## src/rtl/vga_pkg.sv

```systemverilog
// vga_pkg
// Shared types and constants for the pixel framebuffer path. The capture
// stage and the VGA scanout both use fb_addr_t and FB_STRIDE from here so
// the address layout (address = FB_STRIDE*line + x) stays consistent.
// No ports (package).
`timescale 1ns/1ps
package vga_pkg;

  typedef logic [17:0] fb_addr_t;
  typedef logic [10:0] hcnt_t;
  typedef logic [9:0]  vcnt_t;

  // One framebuffer line holds 800 one-bit pixels
  localparam int FB_STRIDE = 800;

  // 800x600@60 timing with a 40 MHz pixel clock
  localparam int DEF_H_VIS = 800;
  localparam int DEF_H_FP  = 40;
  localparam int DEF_H_SW  = 128;
  localparam int DEF_H_BP  = 88;
  localparam int DEF_V_VIS = 600;
  localparam int DEF_V_FP  = 1;
  localparam int DEF_V_SW  = 4;
  localparam int DEF_V_BP  = 23;

  // Vertical position relative to the line-doubled framebuffer window
  typedef enum logic [1:0] {
    V_TOP,
    V_WIN,
    V_BOT
  } vstate_t;

endpackage

```

## src/rtl/vga_delay_line.sv

```systemverilog
// vga_delay_line
// Fixed-depth shift register used to delay the raw timing flags so they
// line up with data returning from the framebuffer RAM.
// Ports:
//   clk    in   shift clock
//   rst_n  in   asynchronous active-low clear of every stage
//   din    in   WIDTH-bit value entering the line
//   dout   out  din delayed by DEPTH clocks
`timescale 1ns/1ps
module vga_delay_line #(
  parameter int WIDTH = 1,
  parameter int DEPTH = 1
) (
  input  logic             clk,
  input  logic             rst_n,
  input  logic [WIDTH-1:0] din,
  output logic [WIDTH-1:0] dout
);

  logic [WIDTH-1:0] stage [DEPTH];

  always_ff @(posedge clk or negedge rst_n) begin
    if (!rst_n) begin
      for (int i = 0; i < DEPTH; i++) stage[i] <= '0;
    end else begin
      stage[0] <= din;
      for (int i = 1; i < DEPTH; i++) stage[i] <= stage[i-1];
    end
  end

  assign dout = stage[DEPTH-1];

endmodule

```

## src/rtl/vga_scanout.sv

```systemverilog
// vga_scanout
// Scans a 1-bit-per-pixel framebuffer out as 800x600@60 VGA. FB_LINES
// framebuffer lines are each shown twice inside a window starting at
// screen line V_OFFSET. Sync and colour leave the block with the same
// latency (RD_LAT+1 clocks after the counter state that produced them).
// Optional build macro: VGA_SCANLINE_EN blanks the second copy of every
// doubled line for a CRT scanline look.
// Ports:
//   vgaclk       in   40 MHz pixel clock
//   reset_n      in   asynchronous active-low reset
//   raddr        out  framebuffer read address
//   rdata        in   framebuffer pixel, valid RD_LAT clocks after raddr
//   vga_hsync    out  horizontal sync, active high
//   vga_vsync    out  vertical sync, active high
//   vga_r/g/b    out  1-bit colour outputs
//   frame_start  out  one-clock pulse with the first window pixel
`timescale 1ns/1ps
module vga_scanout
  import vga_pkg::*;
#(
  parameter int         H_VIS    = DEF_H_VIS,
  parameter int         H_FP     = DEF_H_FP,
  parameter int         H_SW     = DEF_H_SW,
  parameter int         H_BP     = DEF_H_BP,
  parameter int         V_VIS    = DEF_V_VIS,
  parameter int         V_FP     = DEF_V_FP,
  parameter int         V_SW     = DEF_V_SW,
  parameter int         V_BP     = DEF_V_BP,
  parameter int         FB_LINES = 240,
  parameter int         V_OFFSET = 60,
  parameter int         RD_LAT   = 2,
  parameter logic [2:0] FG_RGB   = 3'b010
) (
  input  logic        vgaclk,
  input  logic        reset_n,
  output logic [17:0] raddr,
  input  logic        rdata,
  output logic        vga_hsync,
  output logic        vga_vsync,
  output logic        vga_r,
  output logic        vga_g,
  output logic        vga_b,
  output logic        frame_start
);

  localparam int H_TOT = H_VIS + H_FP + H_SW + H_BP;
  localparam int V_TOT = V_VIS + V_FP + V_SW + V_BP;

  localparam hcnt_t    H_LAST    = hcnt_t'(H_TOT - 1);
  localparam hcnt_t    H_VIS_C   = hcnt_t'(H_VIS);
  localparam hcnt_t    H_SYNC_S  = hcnt_t'(H_VIS + H_FP);
  localparam hcnt_t    H_SYNC_E  = hcnt_t'(H_VIS + H_FP + H_SW);
  localparam vcnt_t    V_LAST    = vcnt_t'(V_TOT - 1);
  localparam vcnt_t    V_VIS_C   = vcnt_t'(V_VIS);
  localparam vcnt_t    V_SYNC_S  = vcnt_t'(V_VIS + V_FP);
  localparam vcnt_t    V_SYNC_E  = vcnt_t'(V_VIS + V_FP + V_SW);
  localparam vcnt_t    V_WIN_S   = vcnt_t'(V_OFFSET);
  localparam vcnt_t    V_WIN_E   = vcnt_t'(V_OFFSET + 2 * FB_LINES);
  localparam fb_addr_t STRIDE    = fb_addr_t'(FB_STRIDE);

`ifdef VGA_SCANLINE_EN
  localparam int PW = 6;
`else
  localparam int PW = 5;
`endif

  hcnt_t    hcnt;
  vcnt_t    vcnt;
  vcnt_t    v_next;
  logic     h_wrap;
  vstate_t  vstate;
  fb_addr_t line_base;
  fb_addr_t raddr_q;
  logic     dbl;

  logic hs_raw, vs_raw, de_raw, win_raw, fs_raw;
  logic [PW-1:0] pipe_in, pipe_out;
  logic hs_d, vs_d, de_d, win_d, fs_d, lit;

  assign h_wrap = (hcnt == H_LAST);
  assign v_next = (vcnt == V_LAST) ? '0 : vcnt + vcnt_t'(1);

  // Free-running raster counters; vcnt only moves when a line completes
  always_ff @(posedge vgaclk or negedge reset_n) begin
    if (!reset_n) begin
      hcnt <= '0;
      vcnt <= '0;
    end else if (h_wrap) begin
      hcnt <= '0;
      vcnt <= v_next;
    end else begin
      hcnt <= hcnt + hcnt_t'(1);
    end
  end

  // Vertical window FSM. dbl marks the second copy of a doubled line; the
  // framebuffer line base only steps after both copies have been shown,
  // which replaces a 800*line multiply with a running sum.
  always_ff @(posedge vgaclk or negedge reset_n) begin
    if (!reset_n) begin
      vstate    <= V_TOP;
      line_base <= '0;
      dbl       <= 1'b0;
      raddr_q   <= '0;
    end else begin
      raddr_q <= raddr;
      if (h_wrap) begin
        if (v_next == '0) begin
          vstate <= V_TOP;
          dbl    <= 1'b0;
        end else begin
          case (vstate)
            V_TOP: begin
              if (v_next == V_WIN_S) begin
                vstate    <= V_WIN;
                line_base <= '0;
                dbl       <= 1'b0;
              end
            end
            V_WIN: begin
              dbl <= ~dbl;
              if (dbl) line_base <= line_base + STRIDE;
              if (v_next == V_WIN_E) vstate <= V_BOT;
            end
            V_BOT: ;
            default: vstate <= V_TOP;
          endcase
        end
      end
    end
  end

  assign hs_raw  = (hcnt >= H_SYNC_S) && (hcnt < H_SYNC_E);
  assign vs_raw  = (vcnt >= V_SYNC_S) && (vcnt < V_SYNC_E);
  assign de_raw  = (hcnt < H_VIS_C) && (vcnt < V_VIS_C);
  assign win_raw = (vstate == V_WIN) && (hcnt < H_VIS_C);
  assign fs_raw  = (vstate == V_WIN) && (vcnt == V_WIN_S) && (hcnt == '0);

  // The address follows the raster inside the window and otherwise parks
  // on the last address read, so the RAM port is quiet during blanking.
  assign raddr = win_raw ? (line_base + fb_addr_t'(hcnt)) : raddr_q;

`ifdef VGA_SCANLINE_EN
  assign pipe_in = {dbl, fs_raw, win_raw, de_raw, vs_raw, hs_raw};
`else
  assign pipe_in = {fs_raw, win_raw, de_raw, vs_raw, hs_raw};
`endif

  // Timing flags wait RD_LAT clocks so they meet the pixel they describe
  vga_delay_line #(
    .WIDTH (PW),
    .DEPTH (RD_LAT)
  ) u_align (
    .clk   (vgaclk),
    .rst_n (reset_n),
    .din   (pipe_in),
    .dout  (pipe_out)
  );

  assign hs_d  = pipe_out[0];
  assign vs_d  = pipe_out[1];
  assign de_d  = pipe_out[2];
  assign win_d = pipe_out[3];
  assign fs_d  = pipe_out[4];

`ifdef VGA_SCANLINE_EN
  assign lit = de_d && win_d && rdata && !pipe_out[5];
`else
  assign lit = de_d && win_d && rdata;
`endif

  // Final output register; sync and colour share it so they stay aligned
  always_ff @(posedge vgaclk or negedge reset_n) begin
    if (!reset_n) begin
      vga_hsync   <= 1'b0;
      vga_vsync   <= 1'b0;
      vga_r       <= 1'b0;
      vga_g       <= 1'b0;
      vga_b       <= 1'b0;
      frame_start <= 1'b0;
    end else begin
      vga_hsync               <= hs_d;
      vga_vsync               <= vs_d;
      {vga_r, vga_g, vga_b}   <= lit ? FG_RGB : 3'b000;
      frame_start             <= fs_d;
    end
  end

endmodule

```

## config.mk

```make
export PLATFORM = sky130hd
export DESIGN_NAME = vga_scanout
export DESIGN_NICKNAME = d
export VERILOG_FILES = /design/src/rtl/vga_pkg.sv /design/src/rtl/vga_delay_line.sv /design/src/rtl/vga_scanout.sv
export SDC_FILE = /design/constraint.sdc
export NUM_CORES = 1
export LEC_CHECK = 0
export CAP_MARGIN = 20
export CORE_AREA = 4 4 88 90
export CTS_CLUSTER_DIAMETER = 50
export DETAILED_ROUTE_END_ITERATION = 8
export DIE_AREA = 0 0 92 94
export GPL_TIMING_DRIVEN = 0
export HOLD_SLACK_MARGIN = 0.06
export PLACE_DENSITY = 0.75
export SKIP_CTS_REPAIR_TIMING = 1
export SYNTH_ARGS = -nofsm -noshare
export SYNTH_HDL_FRONTEND = slang
export SYNTH_SLANG_ARGS = --single-unit
```

## constraint.sdc

```tcl
create_clock -name vgaclk -period 2.48 [get_ports vgaclk]
set_input_delay 0.62 -clock vgaclk [delete_from_list [all_inputs] [get_ports vgaclk]]
set_output_delay 0.62 -clock vgaclk [all_outputs]
set_load 0.05 [all_outputs]
```

==> summary.txt, run 1 <==
CTS
  • Clk Tree Root Cell: clkbuf_8
  • Clock-pin transition on the worst setup and hold timing paths: 0.08 ns
  • Clock Path Buffers: 2
  • CTS tree: built
  • Sink Count: 69
  • CTS buffer count: 9
  • # H-tree levels: 3
  • Worst-Skew Late Latency: 0.35 ns

Floorplan
  • Die X: 92 um
  • Die ar.: 8650 um2
  • Placeable Area: 7060 um2
  • Initial Util: 51.6%
  • # IOs: 27
  • Die span in y: 94 um
  • Site row count: 31

Final layout
  • Area delta synth->final: 34.5%
  • Share of cells above drive strength 1: 31.0%
  • Post-route insts no fill: 538
  • # fillers: 524
  • Antenna Cells: 0
  • Final #Nets: 450
  • Layout Utilization: 69.4%
  • Multi-input logic area: 2110 um2
  • Reg area: 1730 um2

Outcome
  • Failing checks: negative setup slack
  • Run status: finished, violations left

Timing
  • Fin crit share: 130%
  • Setup repair after global routing missed its margin: yes
  • Slew Viols, Final: 0
  • Final setup viols: 19
  • Setup ws final: -0.739 ns
  • Hold Violations, Final: 0
  • Min Tclk post-route: 3.22 ns
  • Rel. slew slack: 42.0%
  • Setup skew after layout: 0.0112 ns
  • Measured slew at the worst slew-check pin: 0.869 ns
  • Max Clk Rate: 311 MHz
  • Setup TNS: -9.32 ns

Synthesis
  • Area contributors post-synth: dfrtp_1 47%, nand2_1 5.1%, ha_1 4.5%
  • Synth unique cells: 60
  • Post-synth top flop: dfrtp_1
  • Top cells by count, synth: 69 x dfrtp_1, 49 x nand2_1, 25 x o21ai_0
  • Ys Warns: 0
  • Post-synthesis cell area: 3640 um2
  • Synth top area share: 47.4%
  • Post-synth EDFFs: 0
  • #FFs+latches synth: 69
  • Mean area per synthesized cell: 9.63 um2
  • Sequential fraction of the synthesis area: 47.4%
  • Asr flop ratio synth: 100%
  • Cell count after synthesis: 378
  • Count leader, synth: dfrtp_1
  • Synth area leader: dfrtp_1

Critical path
  • Max Fanout on Critical Path: 5
  • CP endpoint kind: output port
  • Worst endpoint data arrival time: 2.60 ns
  • Setup crit start kind: register
  • Type of the worst setup path: reg2out
  • Worst Path Required: 1.86 ns

Drt
  • Vias/cell: 5.85
  • DRC: 0
  • Routed vias: 3149
  • Routed len/inst: 17.0 um
  • Post-Route WL: 9.13 mm
  • Post-route ant nets: 0
  • TritonRoute pass-1 iters: 5
  • Drt first-iter violations: 198

Power and ir drop
  • Static Leakage: 2.11 nW
  • Power density over cell area: 454 nW/um2
  • Worst vdd ir: 230 uV

Min path
  • Worst min path class: reg2reg

Global routing
  • Pin count of the biggest net entering global routing: 70
  • Total GRT Usage: 19.5%
  • Initial antenna violation count: 0
  • First-pass GRT wire length: 13.5 mm
  • Vias in the first global route: 2851
  • Global route total overflow: 0

Placement
  • Gpl congestion: 0.891
  • Dpl hpwl: 5.44 mm
  • Placed cells: 502
  • Count of input and output buffers: 24

Job
  • Max cap viols: 0
==> worst max-delay path: stages (launching register included) <==
cell	delay, ns
dfrtp_2	0.46
ha_4	0.29
a21o_1	0.16
a21oi_2	0.09
o21bai_2	0.20
a31oi_4	0.16
or4_4	0.55
a31oi_4	0.17
buf_6	0.18
==> kinds of logic after synthesis <==
group                      after synthesis  synth area share, %
xor gates and xnor gates                22                 5.29
other                                    1                0.103
buffers and inverters                   35                 4.64
adders and majority gates               13                 4.47
AOI/OAI and AO/OA                       86                 15.6
DFF                                     69                 47.4
muxes                                    3                0.825
and+or+nand+nor                        149                 21.6
==> placed cells by master, fill, tap and decap left out, types with 4 or more instances in the layout <==
cell type / n
xor2_1: 6
xnor2_1: 15
dfrtp_2: 5
o21ai_4: 4
clkbuf_8: 9
ha_1: 11
nor3_1: 7
o21ai_0: 15
a21oi_1: 7
clkdlybuf4s50_1: 5
and3_1: 10
a31oi_4: 6
clkbuf_2: 4
inv_1: 13
nand2_2: 6
nor2_1: 22
nor4_1: 6
nand2_1: 43
a31oi_1: 12
buf_6: 16
and2_1: 8
buf_8: 9
nand3_1: 13
o21ai_2: 4
inv_6: 4
dfrtp_1: 64
or4_4: 6
buf_4: 23
==> layer usage <==
| layer | GRT usage, % | routed length, um | vias to the layer above |
|---|---|---|---|
| li1 | - | - | 1473 |
| met1 | 26.3 | 3980 | 1563 |
| met2 | 31.5 | 4550 | 93 |
| met3 | 4.65 | 374 | 20 |
| met4 | 5.32 | 218 | 0 |
| met5 | 0 | 0 | - |
==> sequential cells by signal, summed over array words and instances (netlist names) <==
register	count
u_align.dout	5
vga_hsync	1
vga_vsync	1
line_base	13
frame_start	1
dbl	1
vcnt	10
vga_g	1
raddr_q	18
u_align.stage	5
hcnt	11
vstate	2
==> worst paths after layout <==
path	to	cells after the start	slack [ns]	start
min reg2reg	u_align.dout[2]	0	0.35	u_align.stage[7]
min in group asynchronous	vcnt[5]	1	0.37	reset_n
max reg2reg	line_base[13]	8	-0.01	vcnt[8]
max	raddr[17]	8	-0.74	line_base[6]
max in group asynchronous	vcnt[6]	1	1.47	reset_n
min	u_align.dout[2]	0	0.35	u_align.stage[7]
==> metrics by stage <==
stage                     instance area, um2  power (mW)  worst slack, ns  hold slack [ns]
final                                   4900        2.22           -0.739            0.352
after global routing                    4900        2.30           -0.808            0.367
after detailed placement                4180        1.18            -1.18            0.336
after CTS                               4410        2.24            -1.57            0.354
after global placement                  4180        1.18            -1.77            0.334
after floorplan                         3820        1.16           -0.355            0.324
==> cell type report <==
type,instances,share of cell area [%]
flip-flops and latches,69,35.4
inverters,14,1.18
well taps,99,2.53
plain buffers,18,3.35
multi-input cells,276,43.0
clock inverters,7,2.15
clock buffers,9,2.53
repair buffers,46,9.86
==> power breakdown <==
group,internal (mW),total [mW],switching (mW)
clock,0.584,1.07,0.484
sequential,1.12,1.12,0
combinational,0.00447,0.0325,0.0281
No activity file was read; power rests on OpenSTA's default activity.
==> inputs of run 2 (changes only) <==
==> constraint.sdc (replaced) <==
create_clock -name vgaclk -period 2.48 [get_ports vgaclk]
set_input_delay 0.496 -clock vgaclk [delete_from_list [all_inputs] [get_ports vgaclk]]
set_output_delay 0.496 -clock vgaclk [all_outputs]
set_load 0.05 [all_outputs]
==> run 2 against run 1 <==
Against the previous run:
- clock power shrank 19%
- die area unchanged
- non-clock buffer count grew 12
- worst setup slack gained 0.17 ns
- hold slack worse by 0.13 ns
- routed wire length increased by 5.6%
- highest routed layer unchanged
- critical path depth stayed put
- maximum frequency grew 5.5%
- the flow still finishes with violations (negative setup slack)
- largest cell class unchanged
==> summary.txt, run 2 (synthesized netlist as in run 1, its figures left out) <==
Outcome
  • Run status: finished, violations left
  • Failing checks: negative setup slack

Timing
  • Fin crit share: 123% (-6.7 points)
  • Min Tclk post-route: 3.05 ns (-0.166 ns)
  • Setup skew after layout: 0.00954 ns (-0.00166 ns)
  • Setup ws final: -0.573 ns (+0.166 ns)
  • Hold Violations, Final: 0 (unchanged)
  • Slew Viols, Final: 0 (unchanged)
  • Hold WS: 0.222 ns (-0.131 ns)
  • Rel. slew slack: 41.4% (-0.69 points)
  • Setup repair after global routing missed its margin: yes
  • Measured slew at the worst slew-check pin: 0.880 ns (+0.0104 ns)
  • Final setup viols: 19 (unchanged)
  • Max Clk Rate: 328 MHz (+5.5%)

Placement
  • Count of input and output buffers: 24 (unchanged)
  • Placed cells: 502 (unchanged)
  • Dpl hpwl: 5.50 mm (+1.3%)
  • Placement Cell Area: 4160 um2 (-0.42%)
  • Gpl congestion: 0.892 (+0.17%)

Critical path
  • Max Fanout on Critical Path: 4 (-1)
  • Buf/Inv on CP: 1 (unchanged)
  • Worst endpoint data arrival time: 2.56 ns (-0.04 ns)
  • R2r worst-path depth: 9 (+1)
  • Worst path top cell family by delay: compound AO/OA/AOI/OAI gates
  • CP endpoint kind: output port
  • Critical path's most frequent cell: a31oi_4
  • Crit-path slowest cell: or4_4
  • CP max stage delay: 0.54 ns (about the same)
  • Setup crit start kind: register
  • Crit-path cells: ha_4 -> a21o_1 -> a21oi_2 -> o21bai_2 -> a31oi_4 -> or4_4 -> a31oi_4 -> buf_6
  • Crit path from: hcnt[6]
  • Reg2reg end: line_base[13]
  • R2R Path Start: vcnt[0]
  • Type of the worst setup path: reg2out
  • R2r setup slk: -0.01 ns (about the same)
  • Worst Path Required: 1.98 ns (+0.12 ns)

Global routing
  • Initial antenna violation count: 0 (unchanged)
  • First-pass GRT wire length: 13.5 mm (+0.46%)
  • Global route total overflow: 0 (unchanged)
  • Pin count of the biggest net entering global routing: 70 (unchanged)
  • Total GRT Usage: 19.8% (+0.30 points)
  • Vias in the first global route: 2831 (-0.70%)

Power and ir drop
  • Pint: 1.50 mW (-12%)
  • Worst vdd ir: 225 uV (-2.0%)
  • Comb pwr share: 1.6% (about the same)
  • Static Leakage: 2.16 nW (+2.4%)
  • Flop pwr share: 55.6% (+5.1 points)
  • Sw frac: 25.6% (+2.5 points)
  • Switching Power: 0.517 mW (+0.94%)
  • Power density over cell area: 406 nW/um2 (-11%)
  • Final Power: 2.02 mW (-9.1%)
  • Clock power frac: 42.8% (-5.2 points)

Final layout
  • Layout Utilization: 70.5% (+1.1 points)
  • Area delta synth->final: 36.7%
  • Antenna Cells: 0 (unchanged)
  • Share of cells above drive strength 1: 34.8% (+3.8 points)
  • Final #Nets: 462 (+2.7%)
  • Post-route insts no fill: 550 (+2.2%)
  • Largest register FFs: 18 (unchanged)
  • Largest reg by FF count: raddr_q
  • Finished layout cell area: 4970 um2 (+1.6%)
  • Commonest non-fill, non-tap cell in the layout: dfrtp_1
  • Top Registers: raddr_q (18), line_base (13), hcnt (11)
  • # fillers: 501 (-4.4%)
  • Most frequent cells in the layout: 61 x dfrtp_1, 36 x nand2_1, 33 x buf_4, 22 x buf_6, 22 x nor2_1

Drt
  • Routed len/inst: 17.5 um (+3.3%)
  • Post-route ant nets: 0 (unchanged)
  • DRC: 0 (unchanged)
  • Vias/cell: 5.85 (about the same)
  • Routed vias: 3217 (+2.2%)
  • TritonRoute pass-1 iters: 4 (-1)
  • Post-Route WL: 9.64 mm (+5.6%)
  • Drt first-iter violations: 208 (+5.1%)

Floorplan
  • Die span in y: 94 um (unchanged)
  • Placeable Area: 7060 um2 (unchanged)
  • # IOs: 27 (unchanged)
  • Die ar.: 8650 um2 (unchanged)
  • Die X: 92 um (unchanged)
  • Site row count: 31 (unchanged)
  • Initial Util: 51.6% (unchanged)

CTS
  • # H-tree levels: 3 (unchanged)
  • Worst-Skew Late Latency: 0.36 ns (about the same)
  • Clock Path Buffers: 2 (unchanged)
  • CTS tree: built
  • CTS buffer count: 9 (unchanged)
  • Sink Count: 69 (unchanged)
  • Clk Tree Root Cell: clkbuf_8
  • Clock-pin transition on the worst setup and hold timing paths: 0.08 ns (about the same)

Job
  • Max cap viols: 0 (unchanged)

Min path
  • Worst min path class: in2async
run 2: per-stage QoR:
step           setup TNS (ns)  worst slack, ns
2_1_floorplan           -2.03           -0.348
3_3_place_gp          -113.58            -1.66
3_5_place_dp           -17.42            -1.08
4_1_cts                -25.39            -1.50
5_1_grt                 -7.77           -0.632
6_report                -6.08           -0.573
run 2: area by class of cell:
type	count	area (um2)	share of cell area, %
Buffer	18	180	3.62
Clock buffer	9	124	2.49
Clock inverter	7	55.1	1.11
Inverter	14	57.6	1.16
Multi-Input combinational cell	276	2130	42.9
Sequential cell	69	1740	34.9
Tap cell	99	124	2.49
Timing Repair Buffer	58	563	11.3
run 2: per-layer routing:
layer	routed length [um]	global-route usage (%)	vias to the layer above
met3	487	4.17	19
met2	4930	31.3	106
li1	-	-	1510
met4	171	7.92	0
met1	4050	26.6	1582
met5	0	0	-
run 2: worst max-delay path by stage:
stage	slack (ns)	endpoint	depth (start not counted)
3_3_place_gp	-1.66	hcnt[6]	1
5_1_grt	-0.63	raddr[17]	7
6_report	-0.57	raddr[17]	8
3_5_place_dp	-1.08	raddr[14]	10
4_1_cts	-1.50	raddr[14]	10
2_1_floorplan	-0.35	raddr[6]	6
run 2: power groups by stage:
stage	clock network [mW]	logic [mW]	registers, mW
after global routing	0.939	0.0381	1.12
after global placement	0	0.0345	1.15
after floorplan	0	0.00902	1.15
after detailed placement	0	0.0340	1.15
final	0.865	0.0325	1.12
after CTS	0.871	0.0340	1.12
